### src/rtl/fire_alarm_ctrl.sv
// Home fire-alarm sequencer: smoke confirmation, latched siren, timed silence, self-test, event count.
// Optional sprinkler output is built when the FIRE_SPRINKLER_EN macro is defined.
module fire_alarm_ctrl #(
    parameter logic [7:0]  SMOKE_TH      = 8'd4,
    parameter logic [7:0]  CLEAR_TH      = 8'd2,
    parameter int unsigned CONFIRM_CYC   = 4,
    parameter int unsigned SILENCE_CYC   = 16,
    parameter int unsigned TEST_CYC      = 8,
    parameter int unsigned SPRINKLER_CYC = 32
) (
    input  logic       clk,
    input  logic       rst_n,
    input  logic [7:0] smoke_detector,
    input  logic       ack,
    input  logic       test_req,
`ifdef FIRE_SPRINKLER_EN
    output logic       sprinkler_on,
`endif
    output logic       alarmEnable,
    output logic [2:0] alarm_state,
    output logic [7:0] alarm_events
);

    localparam int unsigned TmrMax = (SILENCE_CYC > TEST_CYC) ? SILENCE_CYC : TEST_CYC;
    localparam int unsigned CntW   = $clog2(CONFIRM_CYC + 1);
    localparam int unsigned TmrW   = $clog2(TmrMax + 1);

    if (CLEAR_TH >= SMOKE_TH || CONFIRM_CYC == 0 || SPRINKLER_CYC == 0) begin : g_bad_param
        $error("fire_alarm_ctrl: invalid parameter set");
    end

    typedef enum logic [2:0] {
        StIdle     = 3'd0,
        StConfirm  = 3'd1,
        StAlarm    = 3'd2,
        StSilenced = 3'd3,
        StTest     = 3'd4
    } state_e;

    state_e            state_q, state_d;
    logic [CntW-1:0]   cnt_q, cnt_d;
    logic [TmrW-1:0]   tmr_q, tmr_d;
    logic [7:0]        events_q, events_d;
    logic              ack_q, test_q;
    logic              high, ack_p, test_p;
    logic              alarm_entry;

    assign high   = (smoke_detector >= SMOKE_TH);
    assign ack_p  = ack & ~ack_q;
    assign test_p = test_req & ~test_q;

    always_comb begin
        state_d     = state_q;
        cnt_d       = cnt_q;
        tmr_d       = tmr_q;
        events_d    = events_q;
        alarm_entry = 1'b0;
        unique case (state_q)
            StIdle, StTest: begin
                if (high) begin
                    // A single required sample skips CONFIRM entirely.
                    if (CONFIRM_CYC == 1) begin
                        state_d     = StAlarm;
                        alarm_entry = 1'b1;
                    end else begin
                        state_d = StConfirm;
                        cnt_d   = CntW'(1);
                    end
                end else if (state_q == StIdle) begin
                    if (test_p) begin
                        state_d = StTest;
                        tmr_d   = '0;
                    end
                end else if (ack_p || tmr_q == TmrW'(TEST_CYC - 1)) begin
                    state_d = StIdle;
                end else begin
                    tmr_d = tmr_q + TmrW'(1);
                end
            end
            StConfirm: begin
                if (!high) begin
                    state_d = StIdle;
                    cnt_d   = '0;
                end else if (cnt_q == CntW'(CONFIRM_CYC - 1)) begin
                    state_d     = StAlarm;
                    alarm_entry = 1'b1;
                end else begin
                    cnt_d = cnt_q + CntW'(1);
                end
            end
            StAlarm: begin
                if (ack_p) begin
                    state_d = StSilenced;
                    tmr_d   = '0;
                end
            end
            StSilenced: begin
                if (tmr_q == TmrW'(SILENCE_CYC - 1)) begin
                    state_d = high ? StAlarm : StIdle;
                end else begin
                    tmr_d = tmr_q + TmrW'(1);
                end
            end
            default: state_d = StIdle;
        endcase
        if (alarm_entry) begin
            cnt_d = '0;
            if (events_q != 8'hFF) begin
                events_d = events_q + 8'd1;
            end
        end
    end

    always_ff @(posedge clk) begin
        if (!rst_n) begin
            state_q  <= StIdle;
            cnt_q    <= '0;
            tmr_q    <= '0;
            events_q <= '0;
            ack_q    <= 1'b0;
            test_q   <= 1'b0;
        end else begin
            state_q  <= state_d;
            cnt_q    <= cnt_d;
            tmr_q    <= tmr_d;
            events_q <= events_d;
            ack_q    <= ack;
            test_q   <= test_req;
        end
    end

    assign alarmEnable  = (state_q == StAlarm) || (state_q == StTest);
    assign alarm_state  = state_q;
    assign alarm_events = events_q;

`ifdef FIRE_SPRINKLER_EN
    localparam int unsigned SprW = $clog2(SPRINKLER_CYC + 1);

    logic [SprW-1:0] spr_tmr_q, spr_tmr_d;
    logic            spr_on_q, spr_on_d;

    // Timer accumulates total ALARM time of one incident, pausing while silenced.
    always_comb begin
        spr_tmr_d = spr_tmr_q;
        spr_on_d  = spr_on_q;
        if (alarm_entry) begin
            spr_tmr_d = '0;
        end else if (state_q == StAlarm && spr_tmr_q != SprW'(SPRINKLER_CYC)) begin
            spr_tmr_d = spr_tmr_q + SprW'(1);
        end
        if (state_q == StAlarm && spr_tmr_q == SprW'(SPRINKLER_CYC - 1)) begin
            spr_on_d = 1'b1;
        end
        if (state_d == StIdle) begin
            spr_on_d = 1'b0;
        end
    end

    always_ff @(posedge clk) begin
        if (!rst_n) begin
            spr_tmr_q <= '0;
            spr_on_q  <= 1'b0;
        end else begin
            spr_tmr_q <= spr_tmr_d;
            spr_on_q  <= spr_on_d;
        end
    end

    assign sprinkler_on = spr_on_q;
`endif

endmodule

### config.mk
export PLATFORM = sky130hd
export DESIGN_NAME = fire_alarm_ctrl
export DESIGN_NICKNAME = d
export VERILOG_FILES = /design/src/rtl/fire_alarm_ctrl.sv
export SDC_FILE = /design/constraint.sdc
export NUM_CORES = 1
export LEC_CHECK = 0
export CELL_PAD_IN_SITES_DETAIL_PLACEMENT = 1
export CELL_PAD_IN_SITES_GLOBAL_PLACEMENT = 1
export CORE_MARGIN = 1.5
export CORE_UTILIZATION = 41
export CTS_CLUSTER_DIAMETER = 40
export DETAILED_ROUTE_END_ITERATION = 7
export DONT_BUFFER_PORTS = 1
export GPL_ROUTABILITY_DRIVEN = 0
export PLACE_DENSITY = 0.75
export RECOVER_POWER = 50
export SETUP_SLACK_MARGIN = 0.5
export SLEW_MARGIN = 15
export SYNTH_ARGS = -nofsm -noshare
export SYNTH_HDL_FRONTEND = slang
export SYNTH_SLANG_ARGS = --single-unit
### constraint.sdc
create_clock -name clk -period 1.9 [get_ports clk]
set_input_delay 0.38 -clock clk [delete_from_list [all_inputs] [get_ports clk]]
set_output_delay 0.38 -clock clk [all_outputs]
set_load 0.03 [all_outputs]
# After elaboration in Yosys (flattened, before gate mapping)
# Index checks and enable logic that the tools add are counted.
# classes
mux	24
eq_ne	19
reduce_logical	11
n_addsub	3
n_lt_le_gt_ge	1
n_div	0
bitwise_logic	5
n_shift	0
n_mul	0
# op_table
operator	count
2-to-1 mux 3 bit	11
2-to-1 mux 5 bit	6
one-hot mux 5 bit (3 select lines)	1
!= test 3 bit, second input constant	4
one-hot mux 3 bit (4 select lines)	1
!= test 2 bit, second input constant	5
== test 3 x 2 -> 1 bit, second input constant	3
adder 8 x 1 -> 8 bit, second input constant	1
greater-or-equal comparator 8 x 3 -> 1 bit, second input constant	1
!= test 4 bit, second input constant	2
!= test 8 bit, second input constant	1
one-hot mux 3 bit (2 select lines)	1
AND reduction 6 bit	1
adder 5 x 1 -> 5 bit, second input constant	1
== test 5 x 3 -> 1 bit, second input constant	1
== test 5 x 4 -> 1 bit, second input constant	1
AND reduction 5 bit	1
OR reduction 2 bit	2
adder 3 x 1 -> 3 bit, second input constant	1
== test 3 x 1 -> 1 bit, second input constant	1
== test 3 bit, second input constant	1
zero test 3 bit	1
2-to-1 mux 1 bit	3
NOT 1 bit	3
7 further kinds	9
# totals
mem_bits_ro	0
mem_count	0
latch_bits	0
ff_bits	21
ramBits	0
inputBits	12

# Depth between registers and ports, before layout
# logic_depth
ltp_word	7
mapped_depth	7
depth_no_buf	7

# Worst setup path before layout
# OpenSTA, ideal clock, no wires.
# synth_timing
kind	in2reg
start	input smoke_detector[5]
end	register tmr_q[2]
cell_stages	5
arrival_time_ns	1.678
n_path_buf	0
path_slack_ns	0.094
path_cell_list	or4_4 o21a_1 a31o_4 o311ai_1 o21ai_1
# synth_between
elab_chain_cells	3
# synth_rtl
item	line	text
from (decl)	13	input logic [7:0] smoke_detector,
greater-or-equal comparator 8 x 3 -> 1 bit	48	assign high = (smoke_detector >= SMOKE_TH);
!= test 2 bit (no source line)	n/a	
AND reduction 6 bit (no source line)	n/a	
to (signal assigned)	125	tmr_q <= tmr_d;
to (decl)	42	logic [TmrW-1:0] tmr_q, tmr_d;
# No other way between the ends.
# A chain may end at the register's enable or synchronous reset.

# Worst setup path after layout
# layout_timing
start	register state_q[0], in the netlist alarm_state[0]
end	register cnt_q[1]
# layout_between
elab_chain_cells	4
word_cells_on_any_way	11
classes_between	eq/ne: 4; mux: 2; reduce/logical: 5
# layout_rtl
item	line	text
from (decl)	40	state_e state_q, state_d;
from (signal assigned)	116	state_q <= StIdle;
from (signal assigned)	123	state_q <= state_d;
== test 3 bit or zero test 3 bit (tied branches)	58	unique case (state_q)
OR reduction 2 bit	58	
!= test 2 bit (no source line) or nonzero test 2 bit (tied branches)	n/a	
AND reduction 3 bit (no source line)	n/a	
to (signal assigned)	124	cnt_q <= cnt_d;
to (decl)	41	logic [CntW-1:0] cnt_q, cnt_d;
# Parallel ways exist; a longest one is shown, timed or not.

==> impl_metrics.yaml <==
critical_path:
  critPathTopFamily: "simple AND/OR/NAND/NOR gates"
  slowest_stage: "nor3_1"
  required_ns: 2.14
  critPathArrivalTime_ns: 1.92
  critPathLaunchType: "register"
  path_buf_inv: 2
  max_stage_delay_ns: 0.46
  crit_type: "register to register"
  r2r_start: "alarm_state[0]"
  endpoint_kind: "register"
  worstSetupStartpoint: "alarm_state[0]"
  crit_chain: "buf_4 > clkbuf_16 > nand3_2 > nor3_1 > a22oi_2 > nor2b_1"
  crit_fanout: 7
cells_and_area:
  nFillCells: 288
  antenna_cells: 0
  final_common_cell: "buf_4"
  stdcell_count: 194
  layout_common_cells: "buf_4, dfxtp_1, inv_1, nor2_4, and2_1"
  fin_nets: 181
  post-route-cell-area_mm2: 0.00175
  drive_above_1_share_pct: 46.0
  synthToLayoutAreaGrowth_pct: 52.6
sta:
  finalSetupViolations: 0
  skew_ns: 0.0116
  period_share_pct: 88.3
  finalMaxSlewViolations: 0
  period_needed_ns: 1.68
  worst_pin_slew_ns: 0.495
  rsz0062_at_grt: "true"
  fmax_mhz: 596
  hold_viol: 0
  slew-limit-headroom_pct: 66.8
  fin_setup_tns_ns: 0
synth:
  synth.distinct_cells: 39
  synth_seq_area_share_pct: 36.6
  avgSynthCellArea_um2: 8.52
  syn_area_mm2: 0.00115
  synth_area_leader_cell: "dfxtp_1"
  async_reset_ff_share_pct: 0
  synthesis.instances: 135
  synth_nets: 152
  synth_ff_type: "dfxtp_1"
  ys_warn_count: 0
  synth_top_area_share_pct: 36.6
  ys_top_cells_by_area: "dfxtp_1, ha_1, nor2_1"
  synth.ff_latch_count: 21
  synth-edff-count: 0
clock_tree:
  clkTransAtPathRegs_ns: 0.13
  cts_sinks: 21
  cts_inserted_buffers: 3
  cts_tree: "yes"
  h-tree-depth: 1
  cts_hold_buffers: 0
  clock_path_buffers: 2
  clockRootBuffer: "clkbuf_4"
  clock_latency_ns: 0.32
power_and_ir_drop:
  pwr-share-seq_pct: 45.3
  p_int_uw: 702
  ir_drop_v: 0.000403
  power_frac_clock_pct: 21.9
  p_per_area_mw_per_mm2: 598
  p_leak_uw: 0.000648
  p_sw_uw: 346
  p_sw_share_pct: 33.0
  p_comb_share_pct: 32.7
global_routing:
  antenna_found_initial: 0
  overflow: 0
  grt_pass1_wl_um: 5590
  grt_pass1_vias: 1212
  grt_max_degree: 30
  grt_util_all_layers_pct: 22.8
detailed_routing:
  initialDrtViolationCount: 63
  ant_nets: 0
  finalWirelength_um: 4080
  vias: 1159
  wl_per_cell_um: 21.0
  vias_per_cell: 5.97
  drt_pass1_iterations: 4
  drc_errors: 0
floorplan:
  die_w_um: 56.0
  rows: 19
  die_height_um: 56.0
  initial_core_util_pct: 42.4
  coreArea_mm2: 0.00271
  io_pins: 24
  die_area_mm2: 0.00313
flow_run:
  drv_cap: 0
place:
  place_hpwl_um: 2080
  dpl_cell_area_mm2: 0.00129
  io_buffers: 0
  dp_cells: 176
hold_path:
  hp-start: "rst_n"
  hp-class: "input pin to register"
status:
  status: "complete, no violations"
==> power by group through the flow <==
stage	Clock, uW	Combinational (uW)	Sequential, uW
2_1_floorplan	0	133	488
3_3_place_gp	0	174	475
3_5_place_dp	0	182	477
4_1_cts	227	230	471
5_1_grt	243	364	477
6_report	230	343	475
==> worst reg2reg max path: stages (launching register included) <==
cell and delay [ns]:
dfxtp_1 0.44, buf_4 0.16, clkbuf_16 0.14, nand3_2 0.10
nor3_1 0.46, a22oi_2 0.16, nor2b_1 0.15
==> cell families after synthesis <==
| logic type | after synthesis | share of synthesized area [%] |
|---|---|---|
| AND/OR/NAND/NOR | 58 | 28.3 |
| flip-flops | 21 | 36.6 |
| multiplexers | 2 | 1.74 |
| adder cells (fa/ha/maj) | 5 | 5.44 |
| buffers and inverters | 13 | 4.24 |
| AO/OA/AOI/OAI | 31 | 19.9 |
| XOR/XNOR | 5 | 3.81 |
==> per-stage QoR <==
stage	utilization, %	setup WS [ns]	power, uW	hold slack (ns)
3_3_place_gp	47.6	0.0636	649	0.480
5_1_grt	64.7	0.108	1080	0.180
6_report	64.7	0.223	1050	0.180
3_5_place_dp	47.6	0.0296	658	0.502
4_1_cts	58.4	0.283	929	0.163
2_1_floorplan	-	0.125	622	0.462
==> synth_stat cells (3+ instances only) <==
cell type   n
o21ai_1     5
inv_1       7
nor2_1     12
and2_1      7
nor2b_1     3
nand3_1     7
o211ai_1    4
dfxtp_1    21
clkbuf_1    6
nor3b_1     3
o21ai_0     3
ha_1        5
xor2_1      4
a211oi_1    3
nand4_1     5
nand2_1     5
nor4_1      3
nand2b_1    3
==> layer usage <==
layer  GRT usage (%)  part of all wire, %  vias to the layer above
li1                -                    -                      547
met1            25.9                   40                      569
met2            43.0                   55                       32
met3            3.49                  2.9                       11
met4            7.82                  2.6                        0
met5               0                    0                        -
==> worst paths after layout <==
check	endpoint	slack, ns	cells after the start
hold reg to reg	cnt_q[2]	0.55	2
setup reg to reg	cnt_q[1]	0.22	6
hold / removal	alarm_events[1]	0.18	2
setup / recovery	cnt_q[1]	0.22	6
==> sequential cells by signal, indices dropped and copies added (netlist names) <==
signal        cells
cnt_q             3
alarm_state       3
alarm_events      8
tmr_q             5
ack_q             1
test_q            1
==> what timing repair did <==
action                                  4_1_cts  5_1_grt
cloned                                        0        1
gates resized for setup                      45       33
setup buffers                                 8        5
pin swaps                                    26       14
endpoints found under the setup margin       20       22
==> layout make-up <==
cell class	instances	area, um2	share of cell area, %
multi-input cells	101	961	54.8
flip-flops and latches	21	425	24.3
repair buffers	30	277	15.8
well taps	31	38.8	2.21
clock buffers	4	26.3	1.50
inverters	7	26.3	1.50
Note: power is estimated with default switching activity, not from simulation.
